### src/rtl/wb_port_arbiter_if.sv
// Bus bundle for the register-file write-port arbiter: pipeline writeback,
// MDU result stream, decode hazard query and the registered write port.
interface wb_port_arbiter_if;
    logic        pipe_we;
    logic [4:0]  pipe_waddr;
    logic [31:0] pipe_wdata;
    logic        mdu_valid;
    logic [4:0]  mdu_waddr;
    logic [31:0] mdu_wdata;
    logic        mdu_ready;
    logic [4:0]  dec_rs;
    logic [4:0]  dec_rt;
    logic        dec_we;
    logic [4:0]  dec_waddr;
    logic        dec_mdu;
    logic        stall_d;
    logic        bubble_req;
    logic        rf_we;
    logic [4:0]  rf_waddr;
    logic [31:0] rf_wdata;

    modport master (
        output pipe_we, pipe_waddr, pipe_wdata,
        output mdu_valid, mdu_waddr, mdu_wdata,
        output dec_rs, dec_rt, dec_we, dec_waddr, dec_mdu,
        input  mdu_ready, stall_d, bubble_req, rf_we, rf_waddr, rf_wdata
    );

    modport slave (
        input  pipe_we, pipe_waddr, pipe_wdata,
        input  mdu_valid, mdu_waddr, mdu_wdata,
        input  dec_rs, dec_rt, dec_we, dec_waddr, dec_mdu,
        output mdu_ready, stall_d, bubble_req, rf_we, rf_waddr, rf_wdata
    );
endinterface

### src/rtl/wb_port_arbiter.sv
// Shares the register-file write port between pipeline writeback (priority)
// and a FIFO of MDU results, with a busy scoreboard and a starvation guard.
module wb_port_arbiter #(
    parameter int DEPTH        = 2,
    parameter int STARVE_LIMIT = 4
) (
    input  logic               clk,
    input  logic               rst,
    wb_port_arbiter_if.slave   bus
);

    localparam int          AW    = (DEPTH > 1) ? $clog2(DEPTH) : 1;
    localparam logic [AW:0] FULL  = (AW+1)'(DEPTH);
    localparam logic [3:0]  LIMIT = 4'(STARVE_LIMIT);

    logic [4:0]    r_fifo_addr [DEPTH];
    logic [31:0]   r_fifo_data [DEPTH];
    logic [AW-1:0] r_wr_ptr;
    logic [AW-1:0] r_rd_ptr;
    logic [AW:0]   r_count;

    logic          r_rf_we;
    logic [4:0]    r_rf_waddr;
    logic [31:0]   r_rf_wdata;
    logic          r_src_mdu;
    logic [31:0]   r_busy;
    logic [3:0]    r_starve_cnt;
    logic          r_bubble_req;

    logic          w_pipe_claim;
    logic          w_empty;
    logic          w_ready;
    logic          w_push;
    logic          w_pop;
    logic          w_stall;
    logic          w_busy_set;
    logic [31:0]   w_busy_next;
    logic [3:0]    w_starve_next;
    logic          w_bubble_next;

    // A pipeline write to $0 is not a claim, so the MDU may use that cycle.
    assign w_pipe_claim = bus.pipe_we && (bus.pipe_waddr != 5'd0);
    assign w_empty      = (r_count == '0);
    assign w_ready      = (r_count != FULL);
    assign w_push       = bus.mdu_valid && w_ready;
    assign w_pop        = !w_pipe_claim && !w_empty;
    assign w_stall      = r_busy[bus.dec_rs] | r_busy[bus.dec_rt]
                        | (bus.dec_we & r_busy[bus.dec_waddr]);
    assign w_busy_set   = bus.dec_mdu && bus.dec_we && (bus.dec_waddr != 5'd0) && !w_stall;

    assign bus.mdu_ready  = w_ready;
    assign bus.stall_d    = w_stall;
    assign bus.bubble_req = r_bubble_req;
    assign bus.rf_we      = r_rf_we;
    assign bus.rf_waddr   = r_rf_waddr;
    assign bus.rf_wdata   = r_rf_wdata;

    // Next busy vector: clear after the MDU write cycle, set on MDU issue.
    always_comb begin
        w_busy_next = r_busy;
        if (r_rf_we && r_src_mdu) begin
            w_busy_next[r_rf_waddr] = 1'b0;
        end else begin
            w_busy_next = w_busy_next;
        end
        if (w_busy_set) begin
            w_busy_next[bus.dec_waddr] = 1'b1;
        end else begin
            w_busy_next = w_busy_next;
        end
        w_busy_next[0] = 1'b0;
    end

    // Starvation counter and bubble request next state.
    always_comb begin
        w_starve_next = r_starve_cnt;
        w_bubble_next = r_bubble_req;
        if (w_pop) begin
            w_starve_next = 4'd0;
            w_bubble_next = 1'b0;
        end else if (!w_empty && w_pipe_claim && (r_starve_cnt != LIMIT)) begin
            w_starve_next = r_starve_cnt + 4'd1;
            w_bubble_next = r_bubble_req | (w_starve_next == LIMIT);
        end else begin
            w_bubble_next = r_bubble_req | (r_starve_cnt == LIMIT);
        end
    end

    // FIFO payload storage; validity is tracked by the pointers and count.
    always_ff @(posedge clk) begin
        if (w_push) begin
            r_fifo_addr[r_wr_ptr] <= bus.mdu_waddr;
            r_fifo_data[r_wr_ptr] <= bus.mdu_wdata;
        end
    end

    // FIFO pointers and occupancy.
    always_ff @(posedge clk or negedge rst) begin
        if (!rst) begin
            r_wr_ptr <= '0;
            r_rd_ptr <= '0;
            r_count  <= '0;
        end else begin
            if (w_push) r_wr_ptr <= r_wr_ptr + AW'(1);
            if (w_pop)  r_rd_ptr <= r_rd_ptr + AW'(1);
            case ({w_push, w_pop})
                2'b10:   r_count <= r_count + (AW+1)'(1);
                2'b01:   r_count <= r_count - (AW+1)'(1);
                default: r_count <= r_count;
            endcase
        end
    end

    // Registered write port selection.
    always_ff @(posedge clk or negedge rst) begin
        if (!rst) begin
            r_rf_we    <= 1'b0;
            r_rf_waddr <= 5'd0;
            r_rf_wdata <= 32'd0;
            r_src_mdu  <= 1'b0;
        end else if (w_pipe_claim) begin
            r_rf_we    <= 1'b1;
            r_rf_waddr <= bus.pipe_waddr;
            r_rf_wdata <= bus.pipe_wdata;
            r_src_mdu  <= 1'b0;
        end else if (w_pop) begin
            r_rf_we    <= (r_fifo_addr[r_rd_ptr] != 5'd0);
            r_rf_waddr <= r_fifo_addr[r_rd_ptr];
            r_rf_wdata <= r_fifo_data[r_rd_ptr];
            r_src_mdu  <= 1'b1;
        end else begin
            r_rf_we    <= 1'b0;
            r_src_mdu  <= 1'b0;
        end
    end

    // Scoreboard and starvation guard state.
    always_ff @(posedge clk or negedge rst) begin
        if (!rst) begin
            r_busy       <= 32'd0;
            r_starve_cnt <= 4'd0;
            r_bubble_req <= 1'b0;
        end else begin
            r_busy       <= w_busy_next;
            r_starve_cnt <= w_starve_next;
            r_bubble_req <= w_bubble_next;
        end
    end

endmodule

### src/flat_wrapper.sv
// flat-port wrapper written by rule: the top's interface ports become plain ports
module wb_port_arbiter_flat 
#(
    parameter int DEPTH        = 2,
    parameter int STARVE_LIMIT = 4
)
  (clk, rst, bus_pipe_we, bus_pipe_waddr, bus_pipe_wdata, bus_mdu_valid, bus_mdu_waddr, bus_mdu_wdata, bus_dec_rs, bus_dec_rt, bus_dec_we, bus_dec_waddr, bus_dec_mdu, bus_mdu_ready, bus_stall_d, bus_bubble_req, bus_rf_we, bus_rf_waddr, bus_rf_wdata);
  wb_port_arbiter_if bus_i ();
  input  logic clk;
  input  logic rst;
  input wire logic [$bits(bus_i.pipe_we)-1:0] bus_pipe_we;
  input wire logic [$bits(bus_i.pipe_waddr)-1:0] bus_pipe_waddr;
  input wire logic [$bits(bus_i.pipe_wdata)-1:0] bus_pipe_wdata;
  input wire logic [$bits(bus_i.mdu_valid)-1:0] bus_mdu_valid;
  input wire logic [$bits(bus_i.mdu_waddr)-1:0] bus_mdu_waddr;
  input wire logic [$bits(bus_i.mdu_wdata)-1:0] bus_mdu_wdata;
  input wire logic [$bits(bus_i.dec_rs)-1:0] bus_dec_rs;
  input wire logic [$bits(bus_i.dec_rt)-1:0] bus_dec_rt;
  input wire logic [$bits(bus_i.dec_we)-1:0] bus_dec_we;
  input wire logic [$bits(bus_i.dec_waddr)-1:0] bus_dec_waddr;
  input wire logic [$bits(bus_i.dec_mdu)-1:0] bus_dec_mdu;
  output wire logic [$bits(bus_i.mdu_ready)-1:0] bus_mdu_ready;
  output wire logic [$bits(bus_i.stall_d)-1:0] bus_stall_d;
  output wire logic [$bits(bus_i.bubble_req)-1:0] bus_bubble_req;
  output wire logic [$bits(bus_i.rf_we)-1:0] bus_rf_we;
  output wire logic [$bits(bus_i.rf_waddr)-1:0] bus_rf_waddr;
  output wire logic [$bits(bus_i.rf_wdata)-1:0] bus_rf_wdata;
  assign bus_i.pipe_we = bus_pipe_we;
  assign bus_i.pipe_waddr = bus_pipe_waddr;
  assign bus_i.pipe_wdata = bus_pipe_wdata;
  assign bus_i.mdu_valid = bus_mdu_valid;
  assign bus_i.mdu_waddr = bus_mdu_waddr;
  assign bus_i.mdu_wdata = bus_mdu_wdata;
  assign bus_i.dec_rs = bus_dec_rs;
  assign bus_i.dec_rt = bus_dec_rt;
  assign bus_i.dec_we = bus_dec_we;
  assign bus_i.dec_waddr = bus_dec_waddr;
  assign bus_i.dec_mdu = bus_dec_mdu;
  assign bus_mdu_ready = bus_i.mdu_ready;
  assign bus_stall_d = bus_i.stall_d;
  assign bus_bubble_req = bus_i.bubble_req;
  assign bus_rf_we = bus_i.rf_we;
  assign bus_rf_waddr = bus_i.rf_waddr;
  assign bus_rf_wdata = bus_i.rf_wdata;
  wb_port_arbiter #(.DEPTH(DEPTH), .STARVE_LIMIT(STARVE_LIMIT)) u_core (.clk(clk), .rst(rst), .bus(bus_i));
endmodule
### config.mk
export PLATFORM = sky130hd
export DESIGN_NAME = wb_port_arbiter_flat
export DESIGN_NICKNAME = d
export VERILOG_FILES = /design/src/rtl/wb_port_arbiter_if.sv /design/src/rtl/wb_port_arbiter.sv /design/src/flat_wrapper.sv
export SDC_FILE = /design/constraint.sdc
export NUM_CORES = 1
export LEC_CHECK = 0
export ABC_CLOCK_PERIOD_IN_PS = 3500
export CELL_PAD_IN_SITES_DETAIL_PLACEMENT = 1
export CELL_PAD_IN_SITES_GLOBAL_PLACEMENT = 1
export CORE_MARGIN = 5
export CORE_UTILIZATION = 40
export CTS_CLUSTER_DIAMETER = 100
export CTS_CLUSTER_SIZE = 24
export DETAILED_ROUTE_END_ITERATION = 6
export PLACE_DENSITY_LB_ADDON = 0.1
export SLEW_MARGIN = 20
export SYNTH_ARGS = -nofsm -noshare
export SYNTH_HDL_FRONTEND = slang
export SYNTH_SLANG_ARGS = --single-unit
export TNS_END_PERCENT = 1
### constraint.sdc
create_clock -name clk -period 3.5 [get_ports clk]
set_input_delay 0.875 -clock clk [delete_from_list [all_inputs] [get_ports clk]]
set_output_delay 0.875 -clock clk [all_outputs]
set_load 0.02 [all_outputs]
==> impl_metrics.csv <==
group,metric,value,unit
routing,vias,6069,
routing,viasPerCell,5.63,
global_routing,grt_usage,20.7,%
placement,pre_cts_slack,-0.775,ns
placement,gp_congestion,0.882,
worst_setup_path,crit_type,"primary input to output pin",
power_and_ir_drop,p_leak,3.91,nW
worst_setup_path,cp_slowest_cell,"clkdlybuf4s50_1",
placement,portBuffers,135,
worst_setup_path,cp_num_buf_inv,2,
placement,dp_cells,1032,
clocking,clock_path_buffers,2,
floorplan,pin_count,136,
worst_setup_path,crit_start,"bus_dec_rs[1]",
clocking,clk_pin_slew,0.07,ns
finish,area_growth,33.7,%
sta,period_minus_slack,3.42,ns
yosys,syn_avg_cell_area,11.6,sq um
yosys,synth-seq-area-share,54.8,%
global_routing,antenna_found_initial,2,
routing,drcViolationCount,0,
placement,post-dp-hpwl,15600,um
floorplan,die_area,22000,sq um
routing,wire_per_inst,21.0,um
yosys,async_flop_share,51.6,%
yosys,syn-num-nets,761,
power_and_ir_drop,ir_worst_vdd,363,uV
yosys,ys_ff_latch,153,
worst_setup_path,cpPeakStageDelay,0.57,ns
floorplan,core.rowCount,50,
finish,drive_above_1_share,20.9,%
finish,layout_common_cells,"121 x clkdlybuf4s50_1, 78 x dfrtp_1, 74 x o21ai_0, 74 x edfxtp_1, 67 x nand2_1",
sta,worst_pin_slew,0.912,ns
power_and_ir_drop,power.density,748,nW/um^2
yosys,synth_area_leaders,"edfxtp_1 29%, dfrtp_1 26%, mux2i_1 7.4%",
sta,rsz0062_at_grt,"no",
routing,ant_nets,0,
power_and_ir_drop,power,7.66,mW
sta,fmax,293,MHz
floorplan,die_x,148,um
yosys,yosysTopAreaCellShare,29.0,%
clocking,cts.sinks,153,
worst_setup_path,cp-start-kind,"primary input",
sta,worst_slack,0.0844,ns
clocking,clock_latency,0.42,ns
routing,drt-initial-drc-count,293,
worst_setup_path,crit_arrival,2.54,ns
routing,wl,22600,um
sta,finalClockSkew,0.00875,ns
worst_setup_path,rr_startpoint,"u_core.r_busy[30]$_DFF_PN0_",
finish,post-route-util,54.6,%
clocking,cts_hold_buf,0,
finish,final_common_cell,"clkdlybuf4s50_1",
finish,fin_cells,1078,
global_routing,grt_pass1_wl,36300,um
sta,slew-limit-headroom,39.2,%
yosys,synth_edf_count,74,
worst_setup_path,crit_fanout,5,
status,status,"complete, no violations",
yosys,ys_warn_count,0,
floorplan,core-area,18800,sq um
clocking,cts_tree,"yes",
sta,min_period_over_period,97.6,%
clocking,cts_buffers,17,
clocking,root_buffer,"clkbuf_16",
worst_setup_path,worstPathRequired,2.62,ns
worst_setup_path,end_kind,"output pin",
finish,n_antenna_cell,0,
finish,final_nets,929,
worst_setup_path,path_delay_family,"simple AND/OR/NAND/NOR gates",
routing,first_pass_iters,7,
yosys,synthFlopType,"dfrtp_1",
floorplan,die_y,148,um
sta,hold_violations,0,
clocking,htree_levels,4,
yosys,yosys.area.top_type,"edfxtp_1",
global_routing,grt_pass1_vias,6769,
global_routing,grt.overflow.total,0,
min_path,min_path_type,"primary input to asynchronous set/reset pin",
floorplan,initial_core_util,40.9,%
yosys,syn_area,7670,sq um
run,max_cap_viol_count,0,
sta,setup_viol,0,
yosys,netlist_instances,663,
yosys,yosys.cell_types.count,67,
worst_setup_path,cp_cell_sequence,"clkdlybuf4s50_1 > nand2b_1 > o22ai_1 > or4_4 > nand4_4 > a21o_1 > buf_6",
sta,drv_slew,0,
global_routing,grt_max_degree,70,
final cells by class:
cell class	instances	area, sq um
multi-input cells	459	3290
inverters	3	11.3
well taps	234	293
flip-flops and latches	153	4200
repair buffers	197	1870
clock buffers	18	429
clock inverters	14	156
fillers	1974	8520
per-stage QoR:
step | cell area [sq um] | hold slack [ns] | TNS, ns
6_report | 10200 | 0.525 | 0
4_1_cts | 10100 | 0.552 | 0
3_3_place_gp | 9450 | 0.531 | -0.698
3_5_place_dp | 9450 | 0.559 | -0.775
2_1_floorplan | 7670 | 0.461 | 0
5_1_grt | 10200 | 0.583 | 0
worst reg2reg max path, stage by stage, from the launching register on:
cell and delay, ns:
dfrtp_1 0.46, mux2_1 0.32, a32o_1 0.27, o41ai_4 0.41, nand4_4 0.13, buf_4 0.30, o31ai_2 0.37
power breakdown:
part / switching [mW] / leakage, nW / total (mW) / internal, mW
Combinational: 1.49 / 2.02 / 2.75 / 1.25
Sequential: 0.608 / 1.61 / 3.10 / 2.49
Clock: 0.808 / 0.281 / 1.82 / 1.01
Total: 2.91 / 3.91 / 7.66 / 4.75
timing repair:
action / in CTS / in global routing
pin swaps: 9 / 7
hold endpoints to repair: 0 / 0
resized for setup: 32 / 33
cloned: 0 / 1
setup buffers: 7 / 6
endpoints found under the setup margin: 1 / 1
path summary, 6_finish.rpt:
| path | to | cells past startpoint | slack, ns |
|---|---|---|---|
| max in group asynchronous | u_core.bus.rf_wdata[29]$_DFFE_PN0P_ | 2 | 2.18 |
| worst min-delay path | u_core.bus.rf_wdata[13]$_DFFE_PN0P_ | 1 | 0.53 |
| worst max register to register | u_core.r_busy[3]$_DFF_PN0_ | 6 | 1.13 |
| min in group clk | u_core.bus.rf_wdata[11]$_DFFE_PN0P_ | 2 | 0.56 |
| worst max-delay path | bus_stall_d | 7 | 0.08 |
| worst min register to register | u_core.bus.rf_wdata[11]$_DFFE_PN0P_ | 2 | 0.56 |
registers in the layout, summed over array words and instances, names as in the netlist, 2 cells and up:
signal	cells
u_core.r_fifo_data	64
u_core.bus.rf_wdata	32
u_core.r_busy	31
u_core.r_fifo_addr	10
u_core.bus.rf_waddr	5
u_core.r_starve_cnt	4
u_core.r_count	2
synthesized netlist by cell type, types with 4 or more instances:
library cell and count:
buf_6 5, or3b_2 5, a211oi_1 4, nand2b_1 6, buf_4 5, o31ai_2 29, nand3b_1 9, nand4_1 4
o21ai_0 75, clkbuf_1 24, xnor2_1 4, nand3_1 6, nand2_1 67, nor2_1 65, edfxtp_1 74, mux4_2 5
o22ai_1 4, a21oi_1 35, or3_1 17, mux4_1 5, dfrtp_1 79, mux2i_1 57, buf_2 10
cells by family after synthesis:
family                     synth area share [%]
and+or+nand+nor                            13.4
AOI/OAI and AO/OA                          15.6
DFF                                        54.8
muxes                                      11.6
buffers and inverters                      3.48
xor gates and xnor gates                  0.685
adders and majority gates                 0.490
routing by layer:
layer  track usage, %  wire (um)  part of all wire, %  vias to the layer above
met5                0         27                 0.12                        -
met4             5.50        319                  1.4                        4
met3             5.88       1380                  6.1                       32
met2             34.9      11200                   50                      176
met1             26.4       9680                   43                     3053
li1                 -          -                    -                     2804
No activity file was read; power rests on OpenSTA's default activity.
